## src/rtl/reg_dump_ctrl_if.sv

```systemverilog
// Beat stream leaving reg_dump_ctrl: one (register index, register value) pair
// per valid/ready handshake.
interface reg_dump_ctrl_if #(
    parameter int ADDR_W = 5,
    parameter int DATA_W = 32
);
    logic              out_valid;
    logic              out_ready;
    logic [ADDR_W-1:0] out_idx;
    logic [DATA_W-1:0] out_data;

    modport master (output out_valid, output out_idx, output out_data, input out_ready);
    modport slave  (input out_valid, input out_idx, input out_data, output out_ready);
endinterface

```

## src/rtl/reg_dump_ctrl.sv

```systemverilog
// Debug register-file dumper: walks indices through an async read port and streams
// (index, data) beats, ending with a done pulse. REG_DUMP_SKIP_ZERO_EN suppresses zero-valued registers.
module reg_dump_ctrl #(
    parameter int NUM_REGS = 32,
    parameter int ADDR_W   = 5,
    parameter int DATA_W   = 32
) (
    input  logic                 clk,
    input  logic                 reset,
    input  logic                 start,
    output logic [ADDR_W-1:0]    rf_raddr,
    input  logic [DATA_W-1:0]    rf_rdata,
    reg_dump_ctrl_if.master      dump,
    output logic                 busy,
    output logic                 done
);
    typedef enum logic [1:0] {ST_IDLE, ST_READ, ST_SEND, ST_DONE} state_t;

    localparam logic [ADDR_W-1:0] LAST_IDX = ADDR_W'(NUM_REGS - 1);

    state_t            state;
    logic [ADDR_W-1:0] idx;
    logic              skip_zero;

`ifdef REG_DUMP_SKIP_ZERO_EN
    assign skip_zero = (rf_rdata == '0);
`else
    assign skip_zero = 1'b0;
`endif

    // The read port is only claimed during READ; index 0 elsewhere keeps it idle-safe.
    assign rf_raddr = (state == ST_READ) ? idx : '0;

    always_ff @(posedge clk) begin
        if (!reset) begin
            state          <= ST_IDLE;
            idx            <= '0;
            dump.out_valid <= 1'b0;
            dump.out_idx   <= '0;
            dump.out_data  <= '0;
            busy           <= 1'b0;
            done           <= 1'b0;
        end else begin
            case (state)
                ST_IDLE: begin
                    if (start) begin
                        state <= ST_READ;
                        idx   <= '0;
                        busy  <= 1'b1;
                    end
                end
                ST_READ: begin
                    if (skip_zero) begin
                        if (idx == LAST_IDX) begin
                            state <= ST_DONE;
                            done  <= 1'b1;
                        end else begin
                            idx <= idx + ADDR_W'(1);
                        end
                    end else begin
                        // Capture here so the beat stays frozen even if the register file changes.
                        dump.out_data  <= rf_rdata;
                        dump.out_idx   <= idx;
                        dump.out_valid <= 1'b1;
                        state          <= ST_SEND;
                    end
                end
                ST_SEND: begin
                    if (dump.out_ready) begin
                        dump.out_valid <= 1'b0;
                        if (idx == LAST_IDX) begin
                            state <= ST_DONE;
                            done  <= 1'b1;
                        end else begin
                            idx   <= idx + ADDR_W'(1);
                            state <= ST_READ;
                        end
                    end
                end
                ST_DONE: begin
                    done  <= 1'b0;
                    busy  <= 1'b0;
                    idx   <= '0;
                    state <= ST_IDLE;
                end
                default: state <= ST_IDLE;
            endcase
        end
    end
endmodule

```

## src/flat_wrapper.sv

```systemverilog
// flat-port wrapper written by rule: the top's interface ports become plain ports
module reg_dump_ctrl_flat 
#(
    parameter int NUM_REGS = 32,
    parameter int ADDR_W   = 5,
    parameter int DATA_W   = 32
)
  (clk, reset, start, rf_raddr, rf_rdata, busy, done, dump_out_valid, dump_out_idx, dump_out_data, dump_out_ready);
  reg_dump_ctrl_if #(.ADDR_W(ADDR_W), .DATA_W(DATA_W)) dump_i ();
  input  logic clk;
  input  logic reset;
  input  logic start;
  output logic [ADDR_W-1:0] rf_raddr;
  input  logic [DATA_W-1:0] rf_rdata;
  output logic busy;
  output logic done;
  output wire logic [$bits(dump_i.out_valid)-1:0] dump_out_valid;
  output wire logic [$bits(dump_i.out_idx)-1:0] dump_out_idx;
  output wire logic [$bits(dump_i.out_data)-1:0] dump_out_data;
  input wire logic [$bits(dump_i.out_ready)-1:0] dump_out_ready;
  assign dump_out_valid = dump_i.out_valid;
  assign dump_out_idx = dump_i.out_idx;
  assign dump_out_data = dump_i.out_data;
  assign dump_i.out_ready = dump_out_ready;
  reg_dump_ctrl #(.NUM_REGS(NUM_REGS), .ADDR_W(ADDR_W), .DATA_W(DATA_W)) u_core (.clk(clk), .reset(reset), .start(start), .rf_raddr(rf_raddr), .rf_rdata(rf_rdata), .dump(dump_i), .busy(busy), .done(done));
endmodule
```

## config.mk

```make
export PLATFORM = sky130hd
export DESIGN_NAME = reg_dump_ctrl_flat
export DESIGN_NICKNAME = d
export VERILOG_FILES = /design/src/rtl/reg_dump_ctrl_if.sv /design/src/rtl/reg_dump_ctrl.sv /design/src/flat_wrapper.sv
export SDC_FILE = /design/constraint.sdc
export NUM_CORES = 1
export LEC_CHECK = 0
export CAP_MARGIN = 5
export CORE_MARGIN = 2
export CORE_UTILIZATION = 60
export DETAILED_ROUTE_END_ITERATION = 10
export DONT_BUFFER_PORTS = 1
export GPL_TIMING_DRIVEN = 0
export PLACE_DENSITY_LB_ADDON = 0.12
export SLEW_MARGIN = 20
export SYNTH_ARGS = -nofsm -noshare
export SYNTH_HDL_FRONTEND = slang
export SYNTH_SLANG_ARGS = --single-unit
```

## constraint.sdc

```tcl
create_clock -name clk -period 5.1 [get_ports clk]
set_input_delay 0.765 -clock clk [delete_from_list [all_inputs] [get_ports clk]]
set_output_delay 0.765 -clock clk [all_outputs]
set_load 0.03 [all_outputs]
```

==> results of run 1 <==
## synth_stat cells (all sizes together) (2+ instances only)
cell	instances	share of area, %
clkbuf	4	0.78
a21oi	8	2.1
o21ai	4	1.0
dfxtp	47	49
nand2	67	13
nor2b	12	4.1
o21a	5	2.0
buf	11	4.4
a21boi	32	13
inv	2	0.39
nor2	3	0.59
nor3b	2	1.0
and2	5	2.3
nand2b	2	0.65
ha	2	1.3
nor4b	2	0.92
nor3	2	0.52
## layout make-up
type	instances	area, um^2
Sequential cell	47	940.9
Buffer	15	98.84
Inverter	2	7.507
Tap cell	44	55.05
Multi-Input combinational cell	153	867.1
Clock buffer	6	41.29
Fill cell	266	1042
## logic make-up after synthesis
kind of cell / share of synthesized area, %
flops: 49.15
buf+inv: 5.555
fa+ha+maj: 1.307
simple gates: 24.31
mux: 0.5229
compound gates: 19.15
## routing by layer
metal | share of wire [%] | routed length [um]
met1 | 39 | 1396
met2 | 49 | 1753
met3 | 9.5 | 339
met4 | 2.2 | 77
met5 | 0 | 0
## sequential cells by signal, summed over array words and instances, names as in the netlist
register	count
u_core.state	2
u_core.dump.out_idx	5
u_core.done	1
u_core.idx	5
u_core.dump.out_data	32
u_core.dump.out_valid	1
u_core.busy	1
## per-stage QoR
stage | utilization (%) | hold slack [ns] | area [um^2] | std cells | power, uW
after global placement | 64.51 | 0.4567 | 1969 | 261 | 487.7
final | 65.86 | 0.4868 | 2011 | 267 | 633.2
after CTS | 65.86 | 0.4827 | 2011 | 267 | 639.4
after detailed placement | 64.51 | 0.4592 | 1969 | 261 | 491.5
after global routing | 65.86 | 0.5105 | 2011 | 267 | 669.5
after floorplan | - | 0.4361 | 1914 | 217 | 477.3
## where the power goes
| part | switching [uW] | internal, uW |
|---|---|---|
| clock | 102 | 49.2 |
| sequential | 39.3 | 383 |
| combinational | 34.5 | 25.0 |
## worst max-delay path by stage
stage	start	end	slack (ns)
detailed placement	u_core.state[1]	rf_raddr[4]	3.30
CTS	u_core.state[1]	rf_raddr[4]	2.90
global placement	u_core.state[1]	rf_raddr[4]	3.31
floorplan	u_core.state[1]	rf_raddr[0]	3.37
finish	u_core.state[1]	rf_raddr[4]	2.92
global route	u_core.state[1]	rf_raddr[4]	2.82
## worst max-delay path, stage by stage (launching register included)
cell     delay, ns
dfxtp_1       0.32
buf_4         0.16
nor2b_2       0.12
buf_6         0.13
buf_6         0.13
and2_4        0.21
==> flow_summary.ini, run 1 <==
[pwr]
powerDensity_nw_per_um2 = 314.9
p_leak_uw = 0.0007415
ir_drop_v = 0.0002181

[synthesis]
synth-seq-area-share_pct = 49.15
synthCells = 217
synth_edf_count = 0
synth.ff_latch_count = 47
ys_types = 30
syn_nets = 255
ys.flop_type = dfxtp_1
synth_warnings = 0
async_flop_share_pct = 0
avgSynthCellArea_um2 = 8.822
syn-cell-area_um2 = 1914

[timing]
max-slew-margin-rel_pct = 76.33
slew_violations = 0
fin_setup_tns_ns = 0
setup_ws_ns = 2.919
worst_pin_slew_ns = 0.3551
clock_skew_ns = 0.003727
period_share_pct = 42.77
final_hold_viol_count = 0
setup_violations = 0
grt_setup_unrepaired = false
min_period_ns = 2.181
fmax_mhz = 458.4

[grt]
grt.total_usage_pct = 21.42
gr-total-overflow = 0
antenna_found_initial = 0
grt_use_met3_pct = 9.808
grt_use_met2_pct = 36.65
grt_max_degree = 13
busiest_layer = met2
grt_pass1_vias = 1336
met1_usage_pct = 22.78
grt_pass1_wl_um = 5678

[worst_setup_path]
critPathMaxFanout = 10
critPathKind = flop to primary output
worstPathArrival_ns = 1.42
reg2reg_from = u_core.idx[0]
critPathLaunchType = flop
worst_setup_path_end_kind = primary output
reg2regPathDepth = 7
r2r-end = u_core.idx[1]
critical_path_required_ns = 4.34
r2r_slack_ns = 3.27

[die]
ios = 81
start_util_pct = 62.70
core_um2 = 3053
rows = 20
dieArea_um2 = 3658
die_w_um = 60.49
die_h_um = 60.49

[detailed_routing]
dr.pass1.iters = 4
ant_nets = 0
drt_iter0_drc = 65
num_vias = 1443
drc = 0
wire_per_inst_um = 13.36
viasPerCell = 5.404
finalWirelength_um = 3566

[placed_design]
dp_hpwl_um = 2710
gp_congestion = 0.8195
post-place-ws_ns = 3.295
io_buffer_count = 0

[clock_tree]
clk_latency_ns = 0.35
cts_tree = yes
cts_sinks = 47
h-tree-depth = 2
clk_path_buf_depth = 2
clkTransAtPathRegs_ns = 0.11
cts-resized-gates = 0
numCtsBuffers = 5
post-cts-setup-buffer-count = 0
ctsHoldBuffers = 0
cts-root-buf = clkbuf_4

[layout]
drive_gt1_share_pct = 11.21
final_cell_mix = nand2_1, dfxtp_1, a21boi_0
layout_commonest_cell = nand2_1
syn2layout_area_growth_pct = 5.033
antennaDiodeCount = 0
fin_nets = 262

[status]
outcome = complete, no violations

[worst_hold_path]
min_path_cells = 1
hold_path.class = flop to flop
min_from = u_core.idx[3]
worst_hold_path.endpoint = u_core.idx[3]

[run]
drv_cap = 0
Note: power is estimated with default switching activity, not from simulation.
==> run 2: changes to the inputs <==
CORE_UTILIZATION = 55   (was 60)
clock period = 1.9 ns   (was 5.1 ns; I/O delays follow)
==> flow_summary.ini, run 2 (synthesis results as in run 1) <==
[die]
die_h_um = 63.00
core_um2 = 3337
rows = 21
start_util_pct = 57.37
ios = 81
dieArea_um2 = 3968
die_w_um = 63.00

[clock_tree]
clk_latency_ns = 0.35
cts_sinks = 47
cts_tree = yes
h-tree-depth = 2
clkTransAtPathRegs_ns = 0.11
cts-root-buf = clkbuf_4
numCtsBuffers = 5
post-cts-setup-buffer-count = 0
clk_path_buf_depth = 2

[layout]
syn2layout_area_growth_pct = 5.621
multi_input_area_um2 = 875.8
final_util_pct = 60.59
drive_gt1_share_pct = 12.11
fin_nets = 262
top_register = u_core.dump.out_data
top_regs = u_core.dump.out_data: 32 flops, u_core.dump.out_idx: 5 flops, u_core.idx: 5 flops
layout.cells.non_filler = 269
antennaDiodeCount = 0
layout_commonest_cell = nand2_1
nFillCells = 310
final_cell_mix = nand2_1, dfxtp_1, a21boi_0
seq_area_um2 = 940.9
largest_register_ff_count = 32

[status]
outcome = complete, no violations

[timing]
period_share_pct = 94.41
fin_setup_tns_ns = 0
worst_pin_slew_ns = 0.3632
slew_violations = 0
fmax_mhz = 557.5
final_hold_viol_count = 0
min_period_ns = 1.794
grt_setup_unrepaired = false
setup_ws_ns = 0.1062
setup_violations = 0
max-slew-margin-rel_pct = 75.79
clock_skew_ns = 0.007356

[worst_setup_path]
crit_slowest_cell = dfxtp_1
critPathMaxFanout = 7
path_cells = ha_1 -> and3_1 -> ha_1 -> nand2b_2 -> nor4b_1 -> a21oi_1 -> nor2b_1
path_common_cell = ha_1
r2r-end = u_core.idx[1]
critPathLaunchType = flop
worstPathArrival_ns = 2.08
reg2reg_from = u_core.idx[0]
critPathMaxStageDelay_ns = 0.38
r2r_slack_ns = 0.11
critPathKind = flop to flop
reg2regPathDepth = 7
critical_path_required_ns = 2.19
worst_setup_path_end_kind = flop

[detailed_routing]
wire_per_inst_um = 14.14
dr.pass1.iters = 4
ant_nets = 0
num_vias = 1458
viasPerCell = 5.420
drc = 0
finalWirelength_um = 3804
drt_iter0_drc = 68

[worst_hold_path]
hold_path.class = input port to flop
min_from = rf_rdata[10]
min_path_cells = 2
worst_hold_path.endpoint = u_core.dump.out_data[10]

[placed_design]
gp_congestion = 0.8608
dp.cells = 263
dp_hpwl_um = 2863
io_buffer_count = 0
post-place-ws_ns = 0.1179

[grt]
gr-total-overflow = 0
grt_max_degree = 13
antenna_found_initial = 0
grt.total_usage_pct = 20.58
grt_pass1_vias = 1443
grt_pass1_wl_um = 6451

[pwr]
powerDensity_nw_per_um2 = 842.3
p_leak_uw = 0.0007413
ir_drop_v = 0.0005339

[run]
drv_cap = 0
run 2: cell counts in the layout (fill, tap and decap cells not counted):
Identical to the previous run, type by type.
run 2: how the worst max path moves through the flow:
stage | start | end | slack [ns] | depth (start not counted)
finish | u_core.idx[0] | u_core.idx[1] | 0.11 | 7
global route | u_core.idx[0] | u_core.idx[1] | 0.01 | 7
CTS | u_core.idx[0] | u_core.idx[1] | 0.08 | 7
detailed placement | u_core.idx[0] | u_core.idx[1] | 0.12 | 7
global placement | u_core.idx[0] | u_core.idx[1] | 0.12 | 7
floorplan | u_core.idx[0] | u_core.idx[4] | 0.27 | 7
run 2: through the flow:
stage	hold WS, ns	instance area [um^2]	total power, uW
2_1_floorplan	0.4199	1914	1281
3_3_place_gp	0.4248	1972	1310
3_5_place_dp	0.4284	1972	1322
4_1_cts	0.04974	2013	1717
5_1_grt	0.04438	2022	1787
6_report	0.06065	2022	1703
run 2: cell type report:
class                      instances  share of cell area (%)
sequential                        47                   46.53
tap                               46                   2.847
clock buffer                       6                   2.042
multi-input combinational        153                   43.32
buffer                            15                   4.889
inverter                           2                  0.3713
run 2: layer usage:
metal / vias up / GRT usage (%) / wire length (um)
li1: 720 / - / -
met4: 0 / 7.778 / 77
met1: 667 / 21.83 / 1515
met2: 63 / 36.57 / 1897
met5: - / 0 / 0
met3: 8 / 7.928 / 314
run 2: where the power goes:
part / leakage (uW) / switching, uW / internal (uW)
clock network: 0.0000242 / 273 / 132
registers: 0.000382 / 106 / 1030
logic: 0.000335 / 96.2 / 67.3
run 2: repair_timing:
action                     CTS  global route
setup endpoints to repair    0             3
gates resized for setup      0             2
hold buffers                 0             0
run 2: worst max-delay path: cells and delay by family, from the launching register on:
kind	cells	cell delay (ns)
and+or+nand+nor	4	0.85
AOI/OAI and AO/OA	1	0.07
DFF	1	0.38
adders and majority gates	2	0.45
==> run 3: changes to the inputs <==
GPL_ROUTABILITY_DRIVEN = 0   (was default)
==> results of run 3 <==
No change in the layout: final DEF, timing and power equal those of run 2.
